`src/rtl/floo_pkg.sv`:
```
// Shared types and helpers for the FlooNoC virtual-channel link receiver.
//   floo_link_err_t : sticky link protocol error flags (multi, unrdy)
//   idx_width()     : bits needed to index n items (at least 1)
package floo_pkg;

  typedef struct packed {
    logic multi;  // more than one VC valid in a single cycle
    logic unrdy;  // valid asserted on a VC that was not ready
  } floo_link_err_t;

  function automatic int unsigned idx_width(input int unsigned n);
    return (n > 1) ? $clog2(n) : 1;
  endfunction

endpackage

```
`src/rtl/floo_vc_link_rx_if.sv`:
```
// Bundle of the link-side and consumer-side signals of floo_vc_link_rx.
//   Link side     : valid_i (per VC), ready_o (per VC), data_i (shared flit)
//   Consumer side : valid_o, ready_i, data_o (per-VC head flit), usage_o
//   Error side    : err_multi_o, err_unrdy_o, drop_cnt_o, clr_err_i
// Modports: slave = the receiver, master = whoever drives the link and
// consumes the VC streams.
interface floo_vc_link_rx_if import floo_pkg::*; #(
  parameter int unsigned NumVirtChannels = 2,
  parameter type         flit_t          = logic,
  parameter int unsigned Depth           = 2,
  parameter int unsigned CntWidth        = 8
);
  localparam int unsigned UsageW = idx_width(Depth + 1);

  logic [NumVirtChannels-1:0]               valid_i;
  logic [NumVirtChannels-1:0]               ready_o;
  flit_t                                    data_i;
  logic [NumVirtChannels-1:0]               valid_o;
  logic [NumVirtChannels-1:0]               ready_i;
  flit_t                                    data_o [NumVirtChannels];
  logic [NumVirtChannels-1:0][UsageW-1:0]   usage_o;
  logic                                     err_multi_o;
  logic                                     err_unrdy_o;
  logic [NumVirtChannels-1:0][CntWidth-1:0] drop_cnt_o;
  logic                                     clr_err_i;

  modport slave (
    input  valid_i, data_i, ready_i, clr_err_i,
    output ready_o, valid_o, data_o, usage_o, err_multi_o, err_unrdy_o, drop_cnt_o
  );

  modport master (
    output valid_i, data_i, ready_i, clr_err_i,
    input  ready_o, valid_o, data_o, usage_o, err_multi_o, err_unrdy_o, drop_cnt_o
  );

endinterface

```
`src/rtl/floo_vc_rx_fifo.sv`:
```
// Single-VC receive FIFO without fall-through: a flit written at cycle t is
// visible at data_o from t+1. full_o/empty_o come from registered occupancy
// only, so the link-side ready never combinationally depends on a pop.
//   clk_i, rst_i : clock, asynchronous active-high reset (empties the FIFO)
//   push_i/data_i: write data_i at the tail (caller guarantees !full_o)
//   pop_i        : advance the head (caller guarantees !empty_o)
//   data_o       : head entry
//   usage_o      : number of stored entries
//   full_o/empty_o
module floo_vc_rx_fifo import floo_pkg::*; #(
  parameter type         flit_t = logic,
  parameter int unsigned Depth  = 2,
  parameter int unsigned UsageW = idx_width(Depth + 1)
) (
  input  logic              clk_i,
  input  logic              rst_i,
  input  logic              push_i,
  input  flit_t             data_i,
  input  logic              pop_i,
  output flit_t             data_o,
  output logic [UsageW-1:0] usage_o,
  output logic              full_o,
  output logic              empty_o
);
  localparam int unsigned PtrW = idx_width(Depth);

  flit_t             mem_q [Depth];
  logic [UsageW-1:0] usage_q;
  logic [PtrW-1:0]   wr_idx;
  logic [PtrW-1:0]   rd_idx;

  if (Depth == 1) begin : g_single
    // A single entry is both head and tail.
    assign wr_idx = '0;
    assign rd_idx = '0;
  end else begin : g_ptr
    logic [PtrW-1:0] wr_ptr_q;
    logic [PtrW-1:0] rd_ptr_q;

    always_ff @(posedge clk_i or posedge rst_i) begin
      if (rst_i) begin
        wr_ptr_q <= '0;
        rd_ptr_q <= '0;
      end else begin
        if (push_i) begin
          wr_ptr_q <= (wr_ptr_q == PtrW'(Depth - 1)) ? '0 : wr_ptr_q + PtrW'(1);
        end
        if (pop_i) begin
          rd_ptr_q <= (rd_ptr_q == PtrW'(Depth - 1)) ? '0 : rd_ptr_q + PtrW'(1);
        end
      end
    end

    assign wr_idx = wr_ptr_q;
    assign rd_idx = rd_ptr_q;
  end

  // Storage carries data only and is never reset.
  always_ff @(posedge clk_i) begin
    if (push_i) begin
      mem_q[wr_idx] <= data_i;
    end
  end

  always_ff @(posedge clk_i or posedge rst_i) begin
    if (rst_i) begin
      usage_q <= '0;
    end else begin
      case ({push_i, pop_i})
        2'b10:   usage_q <= usage_q + UsageW'(1);
        2'b01:   usage_q <= usage_q - UsageW'(1);
        default: usage_q <= usage_q;
      endcase
    end
  end

  assign data_o  = mem_q[rd_idx];
  assign usage_o = usage_q;
  assign full_o  = (usage_q == UsageW'(Depth));
  assign empty_o = (usage_q == '0);

endmodule

```
`src/rtl/floo_vc_link_rx.sv`:
```
// Receiving end of a virtual-channel link. One shared flit bus carries
// per-VC valid/ready handshakes; each VC is buffered in its own FIFO and
// presented to the consumer as an independent valid/ready/data stream.
// Link protocol violations (several VCs valid at once, or valid on a VC that
// is not ready) drop the flit, set sticky flags and bump saturating per-VC
// drop counters.
//   clk_i, rst_i : clock, asynchronous active-high reset
//   bus (slave)  : valid_i/ready_o/data_i link side, valid_o/ready_i/data_o/
//                  usage_o consumer side, err_multi_o/err_unrdy_o/drop_cnt_o
//                  error reporting, clr_err_i synchronous error clear
module floo_vc_link_rx import floo_pkg::*; #(
  parameter int unsigned NumVirtChannels = 2,
  parameter type         flit_t          = logic,
  parameter int unsigned Depth           = 2,
  parameter int unsigned CntWidth        = 8
) (
  input logic               clk_i,
  input logic               rst_i,
  floo_vc_link_rx_if.slave  bus
);
  localparam int unsigned UsageW = idx_width(Depth + 1);

  function automatic logic [CntWidth-1:0] sat_inc(input logic [CntWidth-1:0] cnt);
    return (&cnt) ? cnt : cnt + CntWidth'(1);
  endfunction

  logic [NumVirtChannels-1:0]               ready;
  logic [NumVirtChannels-1:0]               valid;
  logic [NumVirtChannels-1:0]               push;
  logic [NumVirtChannels-1:0]               pop;
  logic [NumVirtChannels-1:0]               drop;
  logic                                     multi;
  floo_link_err_t                           err_set;
  floo_link_err_t                           err_q;
  logic [NumVirtChannels-1:0][CntWidth-1:0] drop_cnt_q;

  // A multi-valid cycle poisons every VC: nothing is written anywhere.
  assign multi = ($countones(bus.valid_i) > 1);
  assign push  = bus.valid_i & ready & {NumVirtChannels{~multi}};
  // Each offending VC counts once, even if it is both multi and not ready.
  assign drop  = bus.valid_i & (~ready | {NumVirtChannels{multi}});
  assign pop   = valid & bus.ready_i;

  assign err_set.multi = multi;
  assign err_set.unrdy = |(bus.valid_i & ~ready);

  for (genvar v = 0; v < NumVirtChannels; v++) begin : g_vc
    logic full;
    logic empty;

    floo_vc_rx_fifo #(
      .flit_t (flit_t),
      .Depth  (Depth),
      .UsageW (UsageW)
    ) i_fifo (
      .clk_i   (clk_i),
      .rst_i   (rst_i),
      .push_i  (push[v]),
      .data_i  (bus.data_i),
      .pop_i   (pop[v]),
      .data_o  (bus.data_o[v]),
      .usage_o (bus.usage_o[v]),
      .full_o  (full),
      .empty_o (empty)
    );

    assign ready[v] = ~full;
    assign valid[v] = ~empty;
  end

  // Error stage: flags and counters land at the edge after the offence.
  // Clear wins over any simultaneous set or count.
  always_ff @(posedge clk_i or posedge rst_i) begin
    if (rst_i) begin
      err_q      <= '0;
      drop_cnt_q <= '0;
    end else if (bus.clr_err_i) begin
      err_q      <= '0;
      drop_cnt_q <= '0;
    end else begin
      err_q <= err_q | err_set;
      for (int v = 0; v < NumVirtChannels; v++) begin
        if (drop[v]) begin
          drop_cnt_q[v] <= sat_inc(drop_cnt_q[v]);
        end
      end
    end
  end

  assign bus.ready_o     = ready;
  assign bus.valid_o     = valid;
  assign bus.err_multi_o = err_q.multi;
  assign bus.err_unrdy_o = err_q.unrdy;
  assign bus.drop_cnt_o  = drop_cnt_q;

endmodule

```
`src/flat_wrapper.sv`:
```
// flat-port wrapper written by rule: the top's interface ports become plain ports
module floo_vc_link_rx_flat import floo_pkg::*;
#(
  parameter int unsigned NumVirtChannels = 2,
  parameter type         flit_t          = logic,
  parameter int unsigned Depth           = 2,
  parameter int unsigned CntWidth        = 8
)
  (clk_i, rst_i, bus_valid_i, bus_data_i, bus_ready_i, bus_clr_err_i, bus_ready_o, bus_valid_o, bus_data_o, bus_usage_o, bus_err_multi_o, bus_err_unrdy_o, bus_drop_cnt_o);
  floo_vc_link_rx_if #(.NumVirtChannels(NumVirtChannels), .flit_t(flit_t), .Depth(Depth), .CntWidth(CntWidth)) bus_i ();
  input logic clk_i;
  input logic rst_i;
  input wire logic [$bits(bus_i.valid_i)-1:0] bus_valid_i;
  input wire logic [$bits(bus_i.data_i)-1:0] bus_data_i;
  input wire logic [$bits(bus_i.ready_i)-1:0] bus_ready_i;
  input wire logic [$bits(bus_i.clr_err_i)-1:0] bus_clr_err_i;
  output wire logic [$bits(bus_i.ready_o)-1:0] bus_ready_o;
  output wire logic [$bits(bus_i.valid_o)-1:0] bus_valid_o;
  output wire logic [$bits(bus_i.data_o)-1:0] bus_data_o;
  output wire logic [$bits(bus_i.usage_o)-1:0] bus_usage_o;
  output wire logic [$bits(bus_i.err_multi_o)-1:0] bus_err_multi_o;
  output wire logic [$bits(bus_i.err_unrdy_o)-1:0] bus_err_unrdy_o;
  output wire logic [$bits(bus_i.drop_cnt_o)-1:0] bus_drop_cnt_o;
  assign bus_i.valid_i = bus_valid_i;
  assign bus_i.data_i = bus_data_i;
  assign bus_i.ready_i = bus_ready_i;
  assign bus_i.clr_err_i = bus_clr_err_i;
  assign bus_ready_o = bus_i.ready_o;
  assign bus_valid_o = bus_i.valid_o;
  assign bus_data_o = {>>{bus_i.data_o}};
  assign bus_usage_o = bus_i.usage_o;
  assign bus_err_multi_o = bus_i.err_multi_o;
  assign bus_err_unrdy_o = bus_i.err_unrdy_o;
  assign bus_drop_cnt_o = bus_i.drop_cnt_o;
  floo_vc_link_rx #(.NumVirtChannels(NumVirtChannels), .flit_t(flit_t), .Depth(Depth), .CntWidth(CntWidth)) u_core (.clk_i(clk_i), .rst_i(rst_i), .bus(bus_i));
endmodule
```
`config.mk`:
```
export PLATFORM = sky130hd
export DESIGN_NAME = floo_vc_link_rx_flat
export DESIGN_NICKNAME = d
export VERILOG_FILES = /design/src/rtl/floo_pkg.sv /design/src/rtl/floo_vc_link_rx_if.sv /design/src/rtl/floo_vc_rx_fifo.sv /design/src/rtl/floo_vc_link_rx.sv /design/src/flat_wrapper.sv
export SDC_FILE = /design/constraint.sdc
export NUM_CORES = 1
export LEC_CHECK = 0
export BUFFER_PORTS_ARGS = -buffer_cell sky130_fd_sc_hd__buf_2
export CAP_MARGIN = 10
export CORE_MARGIN = 2
export CORE_UTILIZATION = 50
export DETAILED_ROUTE_END_ITERATION = 8
export GPL_ROUTABILITY_DRIVEN = 1
export GPL_TIMING_DRIVEN = 0
export PLACE_DENSITY = 0.85
export SYNTH_ARGS = -nofsm -noshare
export SYNTH_HDL_FRONTEND = slang
export SYNTH_SLANG_ARGS = --single-unit
```
`constraint.sdc`:
```
create_clock -name clk_i -period 3 [get_ports clk_i]
set_input_delay 0.3 -clock clk_i [delete_from_list [all_inputs] [get_ports clk_i]]
set_output_delay 0.3 -clock clk_i [all_outputs]
set_load 0.05 [all_outputs]
```
==> impl_metrics.ini <==
[clock_network]
post_cts_resized = 0
clkLatencyLatePin_ns = 0.34
cts_made_buffers = 5
cts-root-buf = clkbuf_4
cts_htree_levels = 2
cts_tree = yes
cts_setup_buffers = 0
holdBufCountCts = 0
cts.clk_slew.worst_paths_ns = 0.10
cts_buffer_depth = 2
numClockSinks = 30

[floorplanning]
io-pin-count = 36
design.die.area_um2 = 3480
die_x_um = 59.0
start_util_pct = 53.9
core_um2 = 2810
die_h_um = 59.0
num_rows = 19

[placement]
portBuffers = 33
post-place-cells = 206
place_hpwl_um = 2370
post_dp_cell_area_um2 = 1720
gp_congestion = 0.805

[finish]
layout_commonest_cell = buf_2
finalNonFillerCells = 214
design_area_um2 = 1790
syn_to_final_growth_pct = 18.6
diodes = 0
drive_gt1_share_pct = 29.0
nets = 194
mostFrequentLayoutCells = buf_2 (35), dfrtp_1 (26), a21oi_1 (14), nor2_1 (12)
final_util_pct = 64.0

[yosys]
synthFlopType = dfrtp_1
synthCells = 142
synth_edf_count = 4
synth_warnings = 0
synth-seq-cells = 30
syn_area_um2 = 1510
synth.top_cell.area_share_pct = 43.0
async_reset_ff_share_pct = 86.7
yosys-mux-area-fraction_pct = 2.15
synth_fa_ha_area_share_pct = 3.31
synthDistinctLibCells = 32
synth_area_leaders = dfrtp_1 (43%), edfxtp_1 (7.9%), a21oi_1 (4.6%), o31ai_1 (3.5%), xnor2_1 (3.5%)
synth_seq_area_share_pct = 51.0
syn_avg_cell_area_um2 = 10.7
synth_compound_area_share_pct = 14.4
yosys.area_share.simple_pct = 18.4
synth_largest_area_cell = dfrtp_1
synth_top_family_by_area = simple AND/OR/NAND/NOR gates
synth_fp_nets = 154
synth_xor_area_share_pct = 6.95

[sta]
finalCritPeriodShare_pct = 60.7
finClkSkew_ns = 0.00939
finalHoldViolCount = 0
tightest_slew_ns = 0.951
final.min_clock_period_ns = 1.82
timing.fmax_mhz = 549
relSlewSlack_pct = 36.6
setup-violations-final = 0
drv_slew = 0
rsz0062_at_grt = false
fin_tns_setup_ns = 0

[grt]
grt_pass1_wl_um = 5530
grt_pass1_vias = 1260
overflow = 0
grt_usage_pct = 21.3
grt_max_degree = 27
grt_antenna_before_repair = 0

[setup_path]
crit_fanout = 6
cp-end-kind = register
worst_setup_path_start_kind = register
crit_type = register to register
critPathRequiredTime_ns = 3.22
arrival_ns = 2.04

[detailed_routing]
wirelength_um = 3200
vias_per_cell = 5.81
vias = 1243
wl_per_cell_um = 15.0
ant_nets = 0
first_pass_iters = 4
drc_errors = 0
drt_iter0_markers = 36

[power]
ir_worst_vdd_uv = 559
powerDensity_nw_per_um2 = 870
p_leak_nw = 0.822

[status]
status = completed

[min_path]
hp-class = primary input to async pin

[run]
cap_violations = 0
-- metrics by stage --
step,worst slack [ns],power [mW],hold WS (ns)
6_report,1.18,1.56,0.154
5_1_grt,1.04,1.64,0.170
4_1_cts,1.16,1.58,0.169
3_5_place_dp,1.21,1.25,0.470
3_3_place_gp,1.30,1.22,0.467
2_1_floorplan,0.988,1.11,0.340
-- kinds of logic after synthesis --
| logic type | Yosys count |
|---|---|
| DFF | 30 |
| xor gates and xnor gates | 12 |
| AOI/OAI and AO/OA | 33 |
| adders and majority gates | 4 |
| and+or+nand+nor | 48 |
| muxes | 3 |
| buffers and inverters | 12 |
-- critical path, cell delays in order (launching register included) --
cell,delay [ns]
dfrtp_1,0.44
and2b_1,0.27
nor2_1,0.20
nand2_1,0.14
ha_1,0.24
xnor2_1,0.19
nor2_1,0.09
xor2_1,0.14
-- flip-flops by register name (all words and copies together), names as in the netlist --
register,flops
u_core.g_vc.i_fifo.mem_q,4
u_core.bus.err_multi_o,1
u_core.bus.err_unrdy_o,1
u_core.g_vc.i_fifo.g_ptr.rd_ptr_q,2
u_core.g_vc.i_fifo.usage_o,4
u_core.bus.drop_cnt_o,16
u_core.g_vc.i_fifo.g_ptr.wr_ptr_q,2
-- worst paths after layout --
kind / start / endpoint / slack, ns / cells after the start
worst max-delay path: u_core.g_vc[1].i_fifo.usage_o[0] / u_core.g_vc[1].i_fifo.usage_o[1] / 1.18 / 7
worst min-delay path: rst_i / u_core.g_vc[0].i_fifo.g_ptr.wr_ptr_q / 0.15 / 2
worst max register to register: u_core.g_vc[1].i_fifo.usage_o[0] / u_core.g_vc[1].i_fifo.usage_o[1] / 1.18 / 7
worst min register to register: u_core.g_vc[1].i_fifo.g_ptr.rd_ptr_q / u_core.g_vc[1].i_fifo.g_ptr.rd_ptr_q / 0.48 / 1
max in group asynchronous: rst_i / u_core.bus.drop_cnt_o[4] / 2.26 / 2
min in group clk_i: bus_data_i / u_core.g_vc[1].i_fifo.mem_q[1] / 0.18 / 1
-- cells in the mapped netlist, types with 2 or more instances --
library cell	instances
mux2_2	2
xor2_1	6
dfrtp_1	26
buf_4	3
nand3_1	4
or3_1	6
nand2_1	5
buf_2	2
nor2_1	12
or2_2	2
ha_1	4
inv_1	5
o21ai_0	7
and3_1	3
nand4_1	3
a21oi_1	14
edfxtp_1	4
and2_1	2
clkbuf_1	2
o31ai_1	7
o2111ai_1	2
xnor2_1	6
or4_1	6
-- layer usage --
layer | global-route usage (%) | vias up | part of all wire, %
met4 | 11.0 | 0 | 1.7
met3 | 4.15 | 6 | 4.9
li1 | - | 594 | -
met1 | 24.7 | 613 | 41
met5 | 0 | - | 0
met2 | 37.3 | 30 | 52
-- area by class of cell --
cell class / count / area, µm²
Timing Repair Buffer: 33 / 165
Buffer: 7 / 40.0
Inverter: 5 / 18.8
Fill cell: 242 / 1010
Clock buffer: 5 / 37.5
Sequential cell: 30 / 771
Tap cell: 31 / 38.8
Multi-Input combinational cell: 100 / 683
Clock inverter: 3 / 40.0
-- power by group --
group	leakage (nW)	switching (mW)	internal, mW
Clock	0.0450	0.150	0.172
Combinational	0.399	0.458	0.211
Sequential	0.378	0.0784	0.492
Total	0.822	0.686	0.876
Power figures use the tool's default switching activity.
